## src/rtl/mc_ctrl.sv

```systemverilog
// mc_ctrl: multicycle MIPS-subset control unit.
// Five-state FSM (FETCH, DECODE, EXEC, MEM, WB) that sequences the shared
// datapath for addu, subu, ori, lui, lw, sw, beq and j. Anything else is a
// two-cycle NOP.
// Optional feature: define MC_CTRL_SLT_EN to decode slt (R-type funct 101010)
// as an R-type ALU op using the A-less-than-B ALU operation. With the macro
// undefined, slt decodes as NOP.
// ALU operation encodings normally come from Head.v. Defaults are provided
// here for any that are not already defined.

`ifndef ALUCtrl_Len
`define ALUCtrl_Len 4
`endif
`ifndef ALUCtrl_Add
`define ALUCtrl_Add 4'd0
`endif
`ifndef ALUCtrl_Sub
`define ALUCtrl_Sub 4'd1
`endif
`ifndef ALUCtrl_Or
`define ALUCtrl_Or 4'd3
`endif
`ifndef ALUCtrl_AlessB
`define ALUCtrl_AlessB 4'd4
`endif
`ifndef ALUCtrl_Undefined
`define ALUCtrl_Undefined 4'd15
`endif

module mc_ctrl (
  input  logic                    clk,
  input  logic                    reset,
  input  logic [5:0]              Opcode,
  input  logic [5:0]              Funct,
  input  logic                    ALUZero,
  output logic [`ALUCtrl_Len-1:0] ALUCtrl,
  output logic                    PCWrite,
  output logic                    IRWrite,
  output logic                    RegWrite,
  output logic                    MemWrite,
  output logic [1:0]              ALUSrcB,
  output logic [1:0]              RegDst,
  output logic [1:0]              MemtoReg,
  output logic [1:0]              PCSrc,
  output logic [2:0]              State,
  output logic                    InstrDone
);

  localparam logic [2:0] ST_FETCH  = 3'd0;
  localparam logic [2:0] ST_DECODE = 3'd1;
  localparam logic [2:0] ST_EXEC   = 3'd2;
  localparam logic [2:0] ST_MEM    = 3'd3;
  localparam logic [2:0] ST_WB     = 3'd4;

  localparam logic [3:0] CL_NOP  = 4'd0;
  localparam logic [3:0] CL_ADDU = 4'd1;
  localparam logic [3:0] CL_SUBU = 4'd2;
  localparam logic [3:0] CL_ORI  = 4'd3;
  localparam logic [3:0] CL_LUI  = 4'd4;
  localparam logic [3:0] CL_LW   = 4'd5;
  localparam logic [3:0] CL_SW   = 4'd6;
  localparam logic [3:0] CL_BEQ  = 4'd7;
  localparam logic [3:0] CL_J    = 4'd8;
  localparam logic [3:0] CL_SLT  = 4'd9;

  logic [2:0] r_state;
  logic [2:0] w_next;
  logic [3:0] r_cls;
  logic [3:0] w_dec;
  logic [3:0] w_cls;

  // Instruction class decode from the IR fields.
  always_comb begin
    w_dec = CL_NOP;
    case (Opcode)
      6'b000000: begin
        case (Funct)
          6'b100001: w_dec = CL_ADDU;
          6'b100011: w_dec = CL_SUBU;
`ifdef MC_CTRL_SLT_EN
          6'b101010: w_dec = CL_SLT;
`endif
          default:   w_dec = CL_NOP;
        endcase
      end
      6'b001101: w_dec = CL_ORI;
      6'b001111: w_dec = CL_LUI;
      6'b100011: w_dec = CL_LW;
      6'b101011: w_dec = CL_SW;
      6'b000100: w_dec = CL_BEQ;
      6'b000010: w_dec = CL_J;
      default:   w_dec = CL_NOP;
    endcase
  end

  // The class register only loads at the end of DECODE, so DECODE itself
  // acts on the live decode of the freshly written IR.
  assign w_cls = (r_state == ST_DECODE) ? w_dec : r_cls;
  assign State = r_state;

  // State and class registers; reset drops straight to FETCH/NOP.
  always_ff @(posedge clk or posedge reset) begin
    if (reset) begin
      r_state <= ST_FETCH;
      r_cls   <= CL_NOP;
    end else begin
      r_state <= w_next;
      if (r_state == ST_DECODE) r_cls <= w_dec;
    end
  end

  // Next-state selection; unused encodings fall back to FETCH.
  always_comb begin
    w_next = ST_FETCH;
    case (r_state)
      ST_FETCH:  w_next = ST_DECODE;
      ST_DECODE: w_next = ((w_cls == CL_NOP) || (w_cls == CL_J)) ? ST_FETCH : ST_EXEC;
      ST_EXEC: begin
        if (w_cls == CL_BEQ)                         w_next = ST_FETCH;
        else if ((w_cls == CL_LW) || (w_cls == CL_SW)) w_next = ST_MEM;
        else                                         w_next = ST_WB;
      end
      ST_MEM:    w_next = (w_cls == CL_LW) ? ST_WB : ST_FETCH;
      ST_WB:     w_next = ST_FETCH;
      default:   w_next = ST_FETCH;
    endcase
  end

  // Moore outputs from state and class; beq PCWrite follows ALUZero live.
  always_comb begin
    ALUCtrl   = `ALUCtrl_Undefined;
    PCWrite   = 1'b0;
    IRWrite   = 1'b0;
    RegWrite  = 1'b0;
    MemWrite  = 1'b0;
    ALUSrcB   = 2'd0;
    RegDst    = 2'd0;
    MemtoReg  = 2'd0;
    PCSrc     = 2'd0;
    InstrDone = 1'b0;
    if (!reset) begin
      case (r_state)
        ST_FETCH: begin
          IRWrite = 1'b1;
          PCWrite = 1'b1;
          PCSrc   = 2'd0;
          ALUCtrl = `ALUCtrl_Add;
        end
        ST_DECODE: begin
          if (w_cls == CL_J) begin
            PCWrite   = 1'b1;
            PCSrc     = 2'd2;
            InstrDone = 1'b1;
          end else if (w_cls == CL_NOP) begin
            InstrDone = 1'b1;
          end
        end
        ST_EXEC: begin
          case (w_cls)
            CL_ADDU: begin ALUCtrl = `ALUCtrl_Add;    ALUSrcB = 2'd0; end
            CL_SUBU: begin ALUCtrl = `ALUCtrl_Sub;    ALUSrcB = 2'd0; end
            CL_SLT:  begin ALUCtrl = `ALUCtrl_AlessB; ALUSrcB = 2'd0; end
            CL_ORI:  begin ALUCtrl = `ALUCtrl_Or;     ALUSrcB = 2'd2; end
            CL_LUI:  begin ALUCtrl = `ALUCtrl_Or;     ALUSrcB = 2'd3; end
            CL_LW, CL_SW: begin ALUCtrl = `ALUCtrl_Add; ALUSrcB = 2'd1; end
            CL_BEQ: begin
              ALUCtrl   = `ALUCtrl_Sub;
              ALUSrcB   = 2'd0;
              PCSrc     = 2'd1;
              PCWrite   = ALUZero;
              InstrDone = 1'b1;
            end
            default: ;
          endcase
        end
        ST_MEM: begin
          if (w_cls == CL_SW) begin
            MemWrite  = 1'b1;
            InstrDone = 1'b1;
          end
        end
        ST_WB: begin
          RegWrite  = 1'b1;
          InstrDone = 1'b1;
          if (w_cls == CL_LW) begin
            RegDst   = 2'd0;
            MemtoReg = 2'd1;
          end else if ((w_cls == CL_ADDU) || (w_cls == CL_SUBU) || (w_cls == CL_SLT)) begin
            RegDst   = 2'd1;
            MemtoReg = 2'd0;
          end else begin
            RegDst   = 2'd0;
            MemtoReg = 2'd0;
          end
        end
        default: ;
      endcase
    end
  end

endmodule

```

## config.mk

```make
export PLATFORM = sky130hd
export DESIGN_NAME = mc_ctrl
export DESIGN_NICKNAME = d
export VERILOG_FILES = /design/src/rtl/mc_ctrl.sv
export SDC_FILE = /design/constraint.sdc
export NUM_CORES = 1
export LEC_CHECK = 0
export CORE_AREA = 2 2 61 63
export CTS_CLUSTER_SIZE = 40
export DETAILED_ROUTE_END_ITERATION = 6
export DIE_AREA = 0 0 63 65
export GPL_TIMING_DRIVEN = 1
export PLACE_DENSITY = 0.56
export SYNTH_ARGS = -nofsm -noshare
export SYNTH_HDL_FRONTEND = slang
export SYNTH_SLANG_ARGS = --single-unit
```

## constraint.sdc

```tcl
create_clock -name clk -period 3.3 [get_ports clk]
set_clock_uncertainty 0.2 [all_clocks]
set_input_delay 0.66 -clock clk [delete_from_list [all_inputs] [get_ports clk]]
set_output_delay 0.66 -clock clk [all_outputs]
set_load 0.02 [all_outputs]
```

# After elaboration in Yosys (flattened, before gate mapping)
# Cells that the tools add are included.
# classes
n_eq_ne,21
mux,41
n_reduce_logical,11
# ops
operator,n
one-hot mux 4 bit (7 select lines),1
equality test 6 bit (second input constant),4
two-way mux 1 bit,22
equality test 4 x 3 -> 1 bit (second input constant),4
one-hot mux 4 bit (4 select lines),1
equality test 6 x 4 -> 1 bit (second input constant),2
one-hot mux 3 bit (4 select lines),1
two-way mux 2 bit,5
two-way mux 3 bit,3
equality test 4 x 2 -> 1 bit (second input constant),2
equality test 4 bit (second input constant),2
two-way mux 4 bit,2
one-hot mux 2 bit (2 select lines),2
one-hot mux 4 bit (2 select lines),1
equality test 3 x 2 -> 1 bit (second input constant),2
equality test 6 x 2 -> 1 bit (second input constant),1
equality test 6 x 3 -> 1 bit (second input constant),1
logical NOT 6 bit,1
one-hot mux 2 bit (3 select lines),1
OR reduction 2 bit,3
equality test 4 x 1 -> 1 bit (second input constant),1
logical NOT 4 bit,1
logical OR 1 bit,4
one-hot mux 1 bit (4 select lines),1
5 further kinds,5
# word_totals
register_bits,7
input_bits,15
output_inout_bits,20
wordCells,75

# Longest topological paths before layout
# depth
depth_word,11
ltp_mapped,10
depth_no_buf,7

# Worst setup path before layout
# No wires, ideal clock.
# synth_timing
path_kind,input to output
start,input Opcode[0]
end,output ALUSrcB[1]
arrival_ns,3.056
required_ns,2.440
setup_slack_ns,-0.616
cell_stages,6
cell_sequence,or4_4 nor4_4 a2111oi_2 or2_4 or3_1 a2111oi_1
# synth_via
elab_chain_len,8
# synth_rtl
element,line,text
"start, declared",33,"input logic [5:0] Opcode,"
"equality test 6 x 2 -> 1 bit, or another cell as far along",75,case (Opcode)
one-hot mux 4 bit (7 select lines) (*),75,
two-way mux 4 bit (*),-,
equality test 4 x 3 -> 1 bit,159,case (w_cls)
OR reduction 2 bit,-,
one-hot mux 2 bit (3 select lines) (*),159,
two-way mux 2 bit (*),142,case (r_state)
two-way mux 2 bit (*),141,if (!reset) begin
"end, declared",41,"output logic [1:0] ALUSrcB,"
# Every way passes the cells marked *; elsewhere a longest branch is shown, timed or not.

# Final worst setup path
# layout_timing
start,input Opcode[3]
end,output ALUCtrl[2]
# layout_via
elab_chain_len,8
# layout_rtl
element,line,text
"equality test 6 x 2 -> 1 bit, or another cell as far along",75,
one-hot mux 4 bit (7 select lines) (*),75,
two-way mux 4 bit (*),-,
named net w_cls[1],70,logic [3:0] w_cls;
"equality test 4 x 3 -> 1 bit, or another cell as far along",159,
OR reduction 3 bit (no source line) / OR reduction 2 bit (equally long branches),-,
one-hot mux 4 bit (4 select lines) (*),159,
one-hot mux 4 bit (2 select lines) (*),142,
two-way mux 4 bit (*),141,
"end, declared",36,"output logic [`ALUCtrl_Len-1:0] ALUCtrl,"
# The timed path passes the listed nets; every way through them passes the cells marked *.

==> impl_metrics.env <==
export IMPL_num_vias=1218
export IMPL_placedCellCount=226
export IMPL_path_cells="clkdlybuf4s15_2, buf_4, nand2_1, a21oi_2, a2111oi_4, or2_4, buf_6, buf_12, clkinv_8, buf_6, or4_4, o211ai_1, buf_4"
export IMPL_synth_top_cells_by_area="dfrtp_1 21%, nand2_1 6.7%, a21oi_1 3.6%, nand3_1 3.6%, nor3_1 3.6%"
export IMPL_power_switching_uw=367
export IMPL_most_common_layout_cells="45 x buf_4, 22 x buf_6, 13 x nand2_1, 7 x nor2_1, 7 x clkdlybuf4s50_1"
export IMPL_finalCritPeriodShare_pct=113
export IMPL_comb_power_share_pct=76.8
export IMPL_fin_cells=243
export IMPL_rsz0062_at_grt="true"
export IMPL_drt_first_pass_iters=4
export IMPL_hold_buffers=0
export IMPL_finalSetupViolations=12
export IMPL_worstSetupEndpointType="output port"
export IMPL_grt_pass1_vias=1298
export IMPL_layout_setup_ws_ns=-0.416
export IMPL_intPower_uw=467
export IMPL_critPathBufInv=7
export IMPL_seqPwrFrac_pct=13.3
export IMPL_seq_area_frac_synth_pct=21.0
export IMPL_antenna_cells=0
export IMPL_grt_start_max_net_pins=13
export IMPL_final_common_cell="buf_4"
export IMPL_dp_hpwl_mm=2.58
export IMPL_ys_ff_latch=7
export IMPL_fmax_mhz=269
export IMPL_drive_above_1_share_pct=62.1
export IMPL_violations="negative setup slack"
export IMPL_cts_root_buf="clkbuf_4"
export IMPL_drt_iter0_markers=65
export IMPL_syn_cell_area_um2=836
export IMPL_cts_buffers_inserted=3
export IMPL_grt_pass1_wl_mm=6.00
export IMPL_overflow=0
export IMPL_htreeDepth=1
export IMPL_die_height_um=65
export IMPL_path_depth=13
export IMPL_cp_data_arrival_time_ns=2.86
export IMPL_cp_max_fo=5
export IMPL_p_clk_share_pct=9.9
export IMPL_layout_nets=211
export IMPL_cts_tree="done"
export IMPL_crit_path_max_incr_delay_ns=0.44
export IMPL_synth_cells=112
export IMPL_viasPerCell=5.01
export IMPL_antenna_found_initial=0
export IMPL_regToRegStartpoint="State[1]"
export IMPL_r2r_worst_path_cells=11
export IMPL_crit_path_start="Opcode[3]"
export IMPL_total_power_uw=834
export IMPL_ys_flop_type="dfrtp_1"
export IMPL_final_core_util_pct=54.2
export IMPL_clk_latency_ns=0.26
export IMPL_cts_clk_slew_worst_paths_ns=0.06
export IMPL_die_width_um=63
export IMPL_async_flop_share_pct=100
export IMPL_critPathCapture="ALUCtrl[2]"
export IMPL_p_leak_uw=0.000872
export IMPL_detail_route_antenna_nets=0
export IMPL_drc_errors=0
export IMPL_yosysTopAreaCell="dfrtp_1"
export IMPL_slowest_stage="or4_4"
export IMPL_slew_viol_final=0
export IMPL_crit_required_ns=2.44
export IMPL_core_area_um2=3500
export IMPL_cts_max_path_buffers=2
export IMPL_cap_violations=0
export IMPL_min_period_ns=3.72
export IMPL_path_class="primary input to output port"
export IMPL_hold_viol_final=0
export IMPL_gp_congestion=0.899
export IMPL_avgRoutedWirePerCell_um=14.9
export IMPL_reg2reg_to="State[0]"
export IMPL_rows=22
export IMPL_synth_edf_count=0
export IMPL_io_pin_count=35
export IMPL_grt_use_total_pct=18.2
export IMPL_syn_area_per_cell_um2=7.46
export IMPL_status="finished, violations left"
export IMPL_cp_start_kind="primary input"
export IMPL_yosys_warnings=0
export IMPL_rrSetupSlack_ns=0.58
export IMPL_wl_mm=3.62
export IMPL_min_path_type="flop to flop"
export IMPL_initial_utilization_pct=23.9
export IMPL_yosys_area_top_type_share_pct=21.0
export IMPL_die_area_um2=4100
export IMPL_p_per_area_nw_per_um2=441
export IMPL_io_buffers=32
export IMPL_crit_family="buffers and inverters"
export IMPL_synth_cell_types=48
export IMPL_synthToLayoutAreaGrowth_pct=126
export IMPL_clock_sinks=7
export IMPL_ir_drop_uv=225
export IMPL_p_sw_share_pct=44.0
-- power groups by stage --
stage               Clock, uW  Combinational, uW  Sequential [uW]
floorplan                   0                290              124
global route             90.8                677              113
finish                   82.6                640              111
CTS                      83.8                550              111
global placement            0                525              111
detailed placement          0                530              112
-- Yosys cell counts, types with 2 or more instances --
master	number
o21ai_0	3
buf_4	3
and2_1	3
a41oi_1	2
a21oi_1	6
or4b_1	2
nor2_1	8
nand3_1	6
inv_2	2
inv_1	6
dfrtp_1	7
nand2_1	15
nor3_1	6
or4_1	2
or3b_1	2
nand3b_1	3
clkbuf_1	2
a211o_1	2
nand2b_1	3
-- worst reg2reg max path, cell delays in order, from the launching register on --
cell and delay (ns):
dfrtp_1 0.38, or3b_1 0.39, buf_4 0.18, a211oi_2 0.26, a21oi_2 0.10, or2_4 0.26
buf_6 0.13, buf_12 0.13, buf_8 0.13, buf_4 0.14, xnor2_1 0.18, o32ai_1 0.12
-- per-layer routing --
layer | wire, um | global-route usage, %
met5 | 0 | 0
met4 | 65 | 5.56
met3 | 192 | 2.95
met2 | 1940 | 34.4
met1 | 1420 | 20.8
-- flip-flops by register name, indices dropped and copies added, names as in the netlist --
name	cells
State	3
r_cls	4
-- per-stage QoR --
| step | hold WS [ns] | TNS (ns) | cell area, um2 | worst slack [ns] |
|---|---|---|---|---|
| floorplan | 0.272 | -1.34 | 946 | -0.257 |
| global placement | 0.410 | -14.34 | 1570 | -1.24 |
| detailed placement | 0.417 | -14.40 | 1570 | -1.25 |
| CTS | 0.427 | -4.16 | 1740 | -0.528 |
| global route | 0.459 | -4.71 | 1890 | -0.522 |
| finish | 0.435 | -3.63 | 1890 | -0.416 |
-- layout make-up --
cell class	instances	area (um2)
fill	336	1600
multi-input combinational	90	821
timing repair buffer	86	763
sequential	7	176
tap	48	60.1
inverter	8	45.0
clock buffer	3	22.5
clock inverter	1	5.00
-- kinds of logic (layout without fill, tap and decap cells) --
group	Yosys count	after routing	synth area share, %
flops	7	7	21.0
other cells	1	2	0.449
simple gates	57	57	39.1
buf+inv	16	98	9.58
mux	1	1	1.35
xor+xnor	1	1	1.05
compound gates	29	29	27.5
-- worst min-delay path by stage --
stage             start  endpoint  depth (start not counted)
2_1_floorplan     reset  State[1]                          1
3_3_place_gp   State[2]  State[0]                          2
3_5_place_dp   State[2]  State[0]                          2
4_1_cts        State[2]  State[0]                          2
5_1_grt        State[2]  State[0]                          2
6_report       State[2]  State[0]                          2
-- repair_timing --
item,CTS,global route
buffers inserted,8,6
setup endpoints to repair,13,13
cloned,0,0
pin swaps,20,12
gates resized for setup,131,29
Power figures use the tool's default switching activity.
